--- src/rtl/seq_shifter.sv ---
// Multi-mode sequential shifter that moves one bit position per clock.
// Ports: clk, rst, start/in/amt/mode/cin request; out/cout/busy/done result.
module seq_shifter #(
  parameter int WIDTH = 8,
  parameter int AMT_W = 3
) (
  input  logic             clk,
  input  logic             rst,
  input  logic             start,
  input  logic [WIDTH-1:0] in,
  input  logic [AMT_W-1:0] amt,
  input  logic [1:0]       mode,
  input  logic             cin,
  output logic [WIDTH-1:0] out,
  output logic             cout,
  output logic             busy,
  output logic             done
);

  typedef enum logic [1:0] {
    IDLE  = 2'd0,
    SHIFT = 2'd1,
    DONE  = 2'd2
  } state_t;

  state_t state;
  state_t next;

  logic [AMT_W-1:0] count;
  logic [1:0]       mode_q;
  logic             cin_q;
  logic             accept;
  logic [WIDTH-1:0] step_out;
  logic             step_cout;

  // Requests are taken in IDLE, DONE and any illegal encoding.
  assign accept = start && (state != SHIFT);

  always_ff @(posedge clk or posedge rst) begin
    if (rst) state <= IDLE;
    else     state <= next;
  end

  always_comb begin
    next = IDLE;
    busy = 1'b0;
    done = 1'b0;
    unique case (state)
      SHIFT: begin
        busy = 1'b1;
        next = (count == AMT_W'(1)) ? DONE : SHIFT;
      end
      DONE: begin
        done = 1'b1;
        if (accept) next = (amt != '0) ? SHIFT : DONE;
      end
      default: begin
        if (accept) next = (amt != '0) ? SHIFT : DONE;
      end
    endcase
  end

  always_comb begin
    step_out  = out;
    step_cout = cout;
    unique case (mode_q)
      2'b00: begin
        step_out  = {out[WIDTH-2:0], cin_q};
        step_cout = out[WIDTH-1];
      end
      2'b01: begin
        step_out  = {cin_q, out[WIDTH-1:1]};
        step_cout = out[0];
      end
      2'b10: begin
        step_out  = {out[WIDTH-1], out[WIDTH-1:1]};
        step_cout = out[0];
      end
      default: begin
        step_out  = {out[WIDTH-2:0], out[WIDTH-1]};
        step_cout = out[WIDTH-1];
      end
    endcase
  end

  always_ff @(posedge clk or posedge rst) begin
    if (rst) begin
      out    <= '0;
      cout   <= 1'b0;
      count  <= '0;
      mode_q <= 2'b00;
      cin_q  <= 1'b0;
    end else if (accept) begin
      out    <= in;
      cout   <= 1'b0;
      count  <= amt;
      mode_q <= mode;
      cin_q  <= cin;
    end else if (state == SHIFT) begin
      out   <= step_out;
      cout  <= step_cout;
      count <= count - AMT_W'(1);
    end
  end

endmodule

--- config.mk ---
export PLATFORM = sky130hd
export DESIGN_NAME = seq_shifter
export DESIGN_NICKNAME = d
export VERILOG_FILES = /design/src/rtl/seq_shifter.sv
export SDC_FILE = /design/constraint.sdc
export NUM_CORES = 1
export LEC_CHECK = 0
export ABC_CLOCK_PERIOD_IN_PS = 2100
export BUFFER_PORTS_ARGS = -buffer_cell sky130_fd_sc_hd__buf_2
export CAP_MARGIN = 10
export CELL_PAD_IN_SITES_DETAIL_PLACEMENT = 1
export CELL_PAD_IN_SITES_GLOBAL_PLACEMENT = 1
export CORE_MARGIN = 3
export CORE_UTILIZATION = 38
export CTS_CLUSTER_SIZE = 30
export DETAILED_ROUTE_END_ITERATION = 16
export PLACE_DENSITY_LB_ADDON = 0.2
export SLEW_MARGIN = 0
export SYNTH_ARGS = -nofsm -noshare
export SYNTH_HDL_FRONTEND = slang
export SYNTH_SLANG_ARGS = --single-unit
--- constraint.sdc ---
create_clock -name clk -period 2.1 [get_ports clk]
set_clock_uncertainty 0.1 [all_clocks]
set_input_delay 0.42 -clock clk [delete_from_list [all_inputs] [get_ports clk]]
set_output_delay 0.42 -clock clk [all_outputs]
set_load 0.005 [all_outputs]
Word level (Yosys, flattened, before mapping)
Index checks and enable logic that the tools add are counted.
{ "classes": {"add_sub_neg": 1, "n_eq_ne": 7, "muxes": 14, "n_reduce_logical": 6} }
{ "op_table": {"columns": ["operator", "n"], "rows": [
  ["$pmux 8 s3", 1],
  ["$mux 8", 2],
  ["$mux 2", 4],
  ["$mux 3", 2],
  ["$mux 1", 5],
  ["$eq 2x1->1 const B", 2],
  ["$eq 2x2->1 const B", 2],
  ["$eq 3x1->1 const B", 1],
  ["$reduce_bool 3->1", 1],
  ["$sub 3x1->3 const B", 1],
  ["$logic_not 2->1", 1],
  ["$ne 2x1->1 const B", 1],
  ["$ne 2x2->1 const B", 1],
  ["$reduce_and 2->1", 1],
  ["$reduce_bool 2->1", 1],
  ["$reduce_or 2->1", 1],
  ["$logic_and 1x1->1", 1]
]} }
{ "word_totals": {"ff_bits": 17, "inputBits": 17, "elab_cells": 35} }

Logic depth before layout (Yosys ltp)
Gate-level depths: netlist of run 1.
{ "logic_depth": {"ltp_word": 5, "ltp_mapped": 6} }

Worst setup path before layout of run 1
No wires, ideal clock.
{ "synth_path": {"kind": "flip-flop to flip-flop", "start": "register mode_q[0]", "end": "register out[7]", "setup_time_ns": 0.123, "arrival_time_ns": 1.463, "slack_ns": 0.415, "stages_incl_launch_ff": 7, "path_buffers": 1, "period_less_slack_ns": 1.685, "cell_sequence": "dfrtp_1 > inv_1 > ha_1 > or2_1 > buf_6 > a2111o_1 > o221a_2"} }
{ "synth_between": {"elab_chain_len": 4, "word_cells_on_any_way": 8, "cone_classes": "eq/ne: 3; mux: 3; reduce/logical: 2"} }
{ "synth_lines": {"columns": ["item", "line", "rtl"], "rows": [
  ["start: declaration", "30", "logic [1:0] mode_q;"],
  ["start signal: assignment", "97", "mode_q <= mode;"],
  ["$eq 2x2->1 (tied with other cells)", "66", "unique case (mode_q)"],
  ["$pmux 8 s3", "66", null],
  ["$mux 8", "99", "end else if (state == SHIFT) begin"],
  ["$mux 8", "93", "end else if (accept) begin"],
  ["end signal: assignment", "94", "out <= in;"],
  ["end signal: assignment", "100", "out <= step_out;"],
  ["end: declaration", "14", "output logic [WIDTH-1:0] out,"]
]} }
Parallel ways exist; a longest one is shown, timed or not. The select of a mux whose other input is x is not followed.
A chain may end at the register's enable or synchronous reset.

Worst setup path after layout of run 1
Same ends and word-level chain as after synthesis.

==> run metrics, run 1 <==
Period minus WS final around 1800 ps; via count approximately 830; register area share after synthesis between 40% and 50%; Min-Delay Path Class in2async; power density cells 1556 nW/um2; Finished Layout Cells 145; asr flop ratio synth 100.0%; static leakage 0.5667 nW; # port buffers 27; core area roughly 2300 um2; complex-gate fraction of the synthesized area 21.43%; RSZ-0062 raised after global routing no; family with the most delay on the worst path compound AO/OA/AOI/OAI gates; Period Utilization, post-route a little over four fifths; diode count 0; initial DRC count 18; final setup vio count 0; Clock Path Buffers 2; num ports 28; vias per cell 5.752; mux contribution to synthesized area 11.69%; Synth Area in Adders 7.792%; share of layout cells above drive strength 1 roughly a third; Post-synth EDFFs 0; first-pass iteration count of the detailed router 4; Synth Area in Simple Gates under 10%; Mapped Cells 90; setup TNS 0 ps; Num CTS Buffers 3; Max Clk Rate 561.9 MHz; largest family of logic cells by synthesized area compound AO/OA/AOI/OAI gates; gr usage total 16.44%; Placed Cells 141; mapped cell area 963.4 um2; synthesized area per cell 10.70 um2; CP Buf/Inv Count 1; # resized after CTS 0; clk_lat worst skew 290 ps; Crit Path Class reg2reg; CTS H-tree depth 1; Remaining DRCs 0; CP arrival 1870 ps; largest fanout on the critical path 7; #FFs+latches synth 17; WL/cell 16.61 um; root buf cell clkbuf_4; R2R depth 5; CP max stage cell a2111o_1; YS warnings 0; commonest non-fill, non-tap cells in the layout buf_2 (27), dfrtp_1 (17), mux2i_1 (9), a21oi_1 (9); initial core utilization about two fifths; die height 56.35 um; commonest non-fill, non-tap cell in the layout buf_2; MaxCap Viol Count 0; first-pass GRT wire length 4126 um; die footprint 3175 um2; Routability Congestion 0.7681; prevailing post-synth register cell dfrtp_1; final wirelength 2409 um; largest net degree at the start of global routing 25; worst vdd ir 0.6852 mV; fill count 283; final hold vios 0; cell row count 17; CTS tree built; TritonCTS Sinks 17; required time of the critical path 2190 ps; detailed placement HPWL between 1500 and 2000 um; Chip Width ~56 um; Antenna Nets Post-Route 0; worst slew pin tran 671.1 ps; GRT overflow 0; critical path's largest stage delay 440 ps; critical path, cell by cell inv_1 > ha_1 > or2_1 > a2111o_1 > o221a_2; critical path launch point type flop; vias in the first global route 898; post-synthesis xor/xnor area fraction 0%; count of cell types in the netlist 32; Critical Path Stages 5; CP Capture Type flop; cts-stage hold buffer count 0; slew margin rel. 55.21%; status complete, no violations; Final Max Slew Viols 0; syn nets 113; antenna violations before repair 0; setup repair bufs after CTS 0; final net count around 140; Worst-path clk slew 110 ps; area added between synthesis and finish 18.18%
## sequential cells by signal (all words and copies together), names as in the netlist
name    count
cin_q       1
count       3
cout        1
mode_q      2
out         8
state       2
## final cells by class
cell class / instances / area [um2] / area share [%]
Inverter: 7 / 26.28 / 2.308
Timing Repair Buffer: 29 / 150.1 / 13.19
Tap cell: 28 / 35.03 / 3.077
Sequential cell: 17 / 425.4 / 37.36
Multi-Input combinational cell: 60 / 475.5 / 41.76
Clock buffer: 4 / 26.28 / 2.308
## synth_stat cells (2+ instances only)
cell | number | area share (%)
ha_1 | 6 | 7.8
a21oi_1 | 9 | 4.7
clkbuf_1 | 2 | 0.78
mux2i_1 | 9 | 9.4
a221oi_1 | 6 | 5.5
nand2_1 | 3 | 1.2
nand3_1 | 3 | 1.6
nor2b_1 | 2 | 1.3
o21ai_0 | 3 | 1.6
inv_1 | 6 | 2.3
dfrtp_1 | 17 | 44
buf_2 | 2 | 1.0
o221a_2 | 2 | 2.3
nor2_1 | 2 | 0.78
## worst reg2reg max path, cell delays in order (launching register included)
cell and delay [ps]:
dfrtp_1 400, inv_1 90, ha_1 210, or2_1 320, a2111o_1 440, o221a_2 120
## power by group
| part | internal (W) | total (W) | switching, W |
|---|---|---|---|
| clock | 0.0000738 | 0.000183 | 0.000109 |
| sequential | 0.000499 | 0.000650 | 0.000151 |
| combinational | 0.000446 | 0.000938 | 0.000492 |
| total | 0.00102 | 0.00177 | 0.000753 |
## layer usage
| layer | vias up | track usage [%] | wire length, um |
|---|---|---|---|
| li1 | 388 | - | - |
| met1 | 419 | 21.54 | 1119 |
| met2 | 21 | 26.88 | 1159 |
| met3 | 6 | 3.678 | 91 |
| met4 | 0 | 5.085 | 38 |
| met5 | - | 0 | 0 |
## cell families after synthesis
family	Yosys count
AOI/OAI and AO/OA	28
adders and majority gates	6
muxes	11
DFF	17
and+or+nand+nor	15
buffers and inverters	13
## through the flow
step | total power [W] | instance area (um2) | hold slack [ps] | util, % | worst slack, ps
finish | 0.001772 | 1139 | 106.5 | 49.56 | 320.4
global placement | 0.001551 | 1112 | 394.5 | 48.42 | 406.0
CTS | 0.001784 | 1139 | 138.6 | 49.56 | 324.5
detailed placement | 0.001592 | 1112 | 398.1 | 48.42 | 337.8
global route | 0.001926 | 1139 | 170.1 | 49.56 | 230.4
floorplan | 0.001321 | 963.4 | 246.1 | - | 414.6
## worst paths after layout
path / from / to / slack, ps
max: mode_q[0]$_DFFE_PP0P_ / out[7]$_DFFE_PP0P_ / 320
min: rst / out[4]$_DFFE_PP0P_ / 110
max reg2reg: mode_q[0]$_DFFE_PP0P_ / out[7]$_DFFE_PP0P_ / 320
min reg2reg: cout$_DFFE_PP0P_ / cout$_DFFE_PP0P_ / 420
max in group asynchronous: rst / cout$_DFFE_PP0P_ / 1370
min in group clk: cin / cin_q$_DFFE_PP0P_ / 260
Note: power is estimated with default switching activity, not from simulation.
==> run 2, diff against run 1 <==
--- a/config.mk
+++ b/config.mk
@@ -5,13 +5,14 @@
 export SDC_FILE = /design/constraint.sdc
 export NUM_CORES = 1
 export LEC_CHECK = 0
-export ABC_CLOCK_PERIOD_IN_PS = 2100
+export ABC_CLOCK_PERIOD_IN_PS = 1620
 export BUFFER_PORTS_ARGS = -buffer_cell sky130_fd_sc_hd__buf_2
 export CAP_MARGIN = 10
 export CELL_PAD_IN_SITES_DETAIL_PLACEMENT = 1
 export CELL_PAD_IN_SITES_GLOBAL_PLACEMENT = 1
+export CORE_ASPECT_RATIO = 0.5
 export CORE_MARGIN = 3
-export CORE_UTILIZATION = 38
+export CORE_UTILIZATION = 34
 export CTS_CLUSTER_SIZE = 30
 export DETAILED_ROUTE_END_ITERATION = 16
 export PLACE_DENSITY_LB_ADDON = 0.2
==> constraint.sdc (replaced) <==
create_clock -name clk -period 1.62 [get_ports clk]
set_clock_uncertainty 0.1 [all_clocks]
set_input_delay 0.324 -clock clk [delete_from_list [all_inputs] [get_ports clk]]
set_output_delay 0.324 -clock clk [all_outputs]
set_load 0.005 [all_outputs]
==> run metrics, run 2 (synthesized netlist as in run 1, its figures left out) <==
status complete, no violations; met3 Track Usage GR 4.979% (+1.3 points); WL/cell 16.02 um (-3.6%); Final Max Slew Viols 0 (unchanged); worst vdd ir 0.6951 mV (+1.4%); # port buffers 27 (unchanged); Top Registers out x8, count x3; Antenna Nets Post-Route 0 (unchanged); Chip Width 81.28 um (+44%); MaxCap Viol Count 0 (unchanged); family with the most delay on the worst path compound AO/OA/AOI/OAI gates; share of layout cells above drive strength 1 41.32% (+8.0 points); Routability Congestion 0.7776 (+1.2%); RSZ-0062 raised after global routing yes; Period minus WS final 1617 ps (-162.1 ps); initial DRC count 17 (-1); diode count 0 (unchanged); critical path, cell by cell inv_2 > ha_2 > or2_4 > a2111o_1 > o221a_2; max reg flops 8 (unchanged); root buf cell clkbuf_8; clk_lat worst skew 250 ps (-40 ps); Num CTS Buffers 3 (unchanged); Worst-path clk slew 70 ps (-40 ps); first-pass iteration count of the detailed router 3 (-1); Period Utilization, post-route 99.84% (+15 points); largest net degree at the start of global routing 25 (unchanged); Pwr Total 0.002459 W (+39%); worst slew pin tran 267.3 ps (-403.8 ps); num ports 28 (unchanged); final wirelength 2499 um (+3.7%); GRT overflow 0 (unchanged); detailed placement HPWL 1919 um (+9.2%); TritonCTS Sinks 17 (unchanged); via count 804 (-3.6%); core area 2447 um2 (+6.5%); vias per cell 5.154 (-10%); grt met2 use 25.73% (-1.1 points); CTS tree built; slew margin rel. 82.18% (+27 points); critical path launch point type flop; GR peak layer met2; Crit Path Class reg2reg; Place WS -42.58 ps (-380.4 ps); cell row count 12 (-5); CP Buf/Inv Count 1 (unchanged); WHS 201.0 ps (+94.54 ps); Max Clk Rate 618.2 MHz (+10%); first-pass GRT wire length 4043 um (-2.0%); initial core utilization 39.37% (-2.6 points); Final Core Density 50.05% (+0.49 points); CP Capture Type flop; die height 43.64 um (-23%); area added between synthesis and finish 27.14%; Remaining DRCs 0 (unchanged); die footprint 3547 um2 (+12%); static leakage 0.5904 nW (+4.2%); CTS H-tree depth 1 (unchanged); Min-Delay Path Class in2reg; critical path's largest stage delay 400 ps (-40 ps); power density cells 2008 nW/um2 (+29%); commonest non-fill, non-tap cell in the layout buf_2; final hold vios 0 (unchanged); largest fanout on the critical path 7 (unchanged); vias in the first global route 831 (-7.5%); final setup vio count 0 (unchanged); gr usage total 15.34% (-1.1 points); routing usage on met1 19.90% (-1.6 points); required time of the critical path 1660 ps (-530 ps); Clock Path Buffers 2 (unchanged); setup ws final 2.513 ps (-317.9 ps); CP max stage cell dfrtp_2; Reg with most FFs out; antenna violations before repair 0 (unchanged); CP arrival 1660 ps (-210 ps); final net count 145 (+2.8%); commonest non-fill, non-tap cells in the layout buf_2 (27), dfrtp_1 (15), mux2i_1 (9), a21oi_1 (9)
run 2: area by class of cell:
cell class / count / area, um2
Tap cell: 35 / 43.79
Sequential cell: 17 / 427.9
Clock buffer: 4 / 45.04
Fill cell: 280 / 1222
Inverter: 7 / 26.28
Multi-Input combinational cell: 60 / 499.2
Timing Repair Buffer: 33 / 182.7
run 2: path summary, 6_finish.rpt:
check | start | end | slack [ps] | cells past startpoint
max | mode_q[0]$_DFFE_PP0P_ | out[7]$_DFFE_PP0P_ | 3 | 5
min | cin | cin_q$_DFFE_PP0P_ | 200 | 2
max reg2reg | mode_q[0]$_DFFE_PP0P_ | out[7]$_DFFE_PP0P_ | 3 | 5
min reg2reg | cout$_DFFE_PP0P_ | cout$_DFFE_PP0P_ | 410 | 1
max in group asynchronous | rst | mode_q[0]$_DFFE_PP0P_ | 690 | 4
min in group asynchronous | rst | out[3]$_DFFE_PP0P_ | 520 | 4
run 2: what timing repair did:
| action | 4_1_cts | 5_1_grt |
|---|---|---|
| setup endpoints to repair | 2 | 4 |
| setup buffers | 0 | 0 |
| gates resized for setup | 1 | 5 |
| hold buffers | 1 | 0 |
| hold endpoints to repair | 17 | 0 |
run 2: where the power goes:
group          switching [W]  total [W]  internal, W
registers           0.000217   0.000871     0.000653
logic               0.000646    0.00127     0.000621
clock network       0.000147   0.000321     0.000175
run 2: routing by layer:
metal | up-vias | routed length, um
met3 | 0 | 151
met2 | 21 | 1118
met5 | - | 0
met1 | 388 | 1229
li1 | 395 | -
met4 | 0 | 0
run 2: per-stage QoR:
step | instance area, um2 | TNS [ps] | cells
after global placement | 1149 | 0 | 151
after CTS | 1206 | -7.231 | 156
after detailed placement | 1149 | -42.58 | 151
final | 1225 | 0 | 156
after floorplan | 968.4 | 0 | 90
after global routing | 1225 | -179.7 | 156
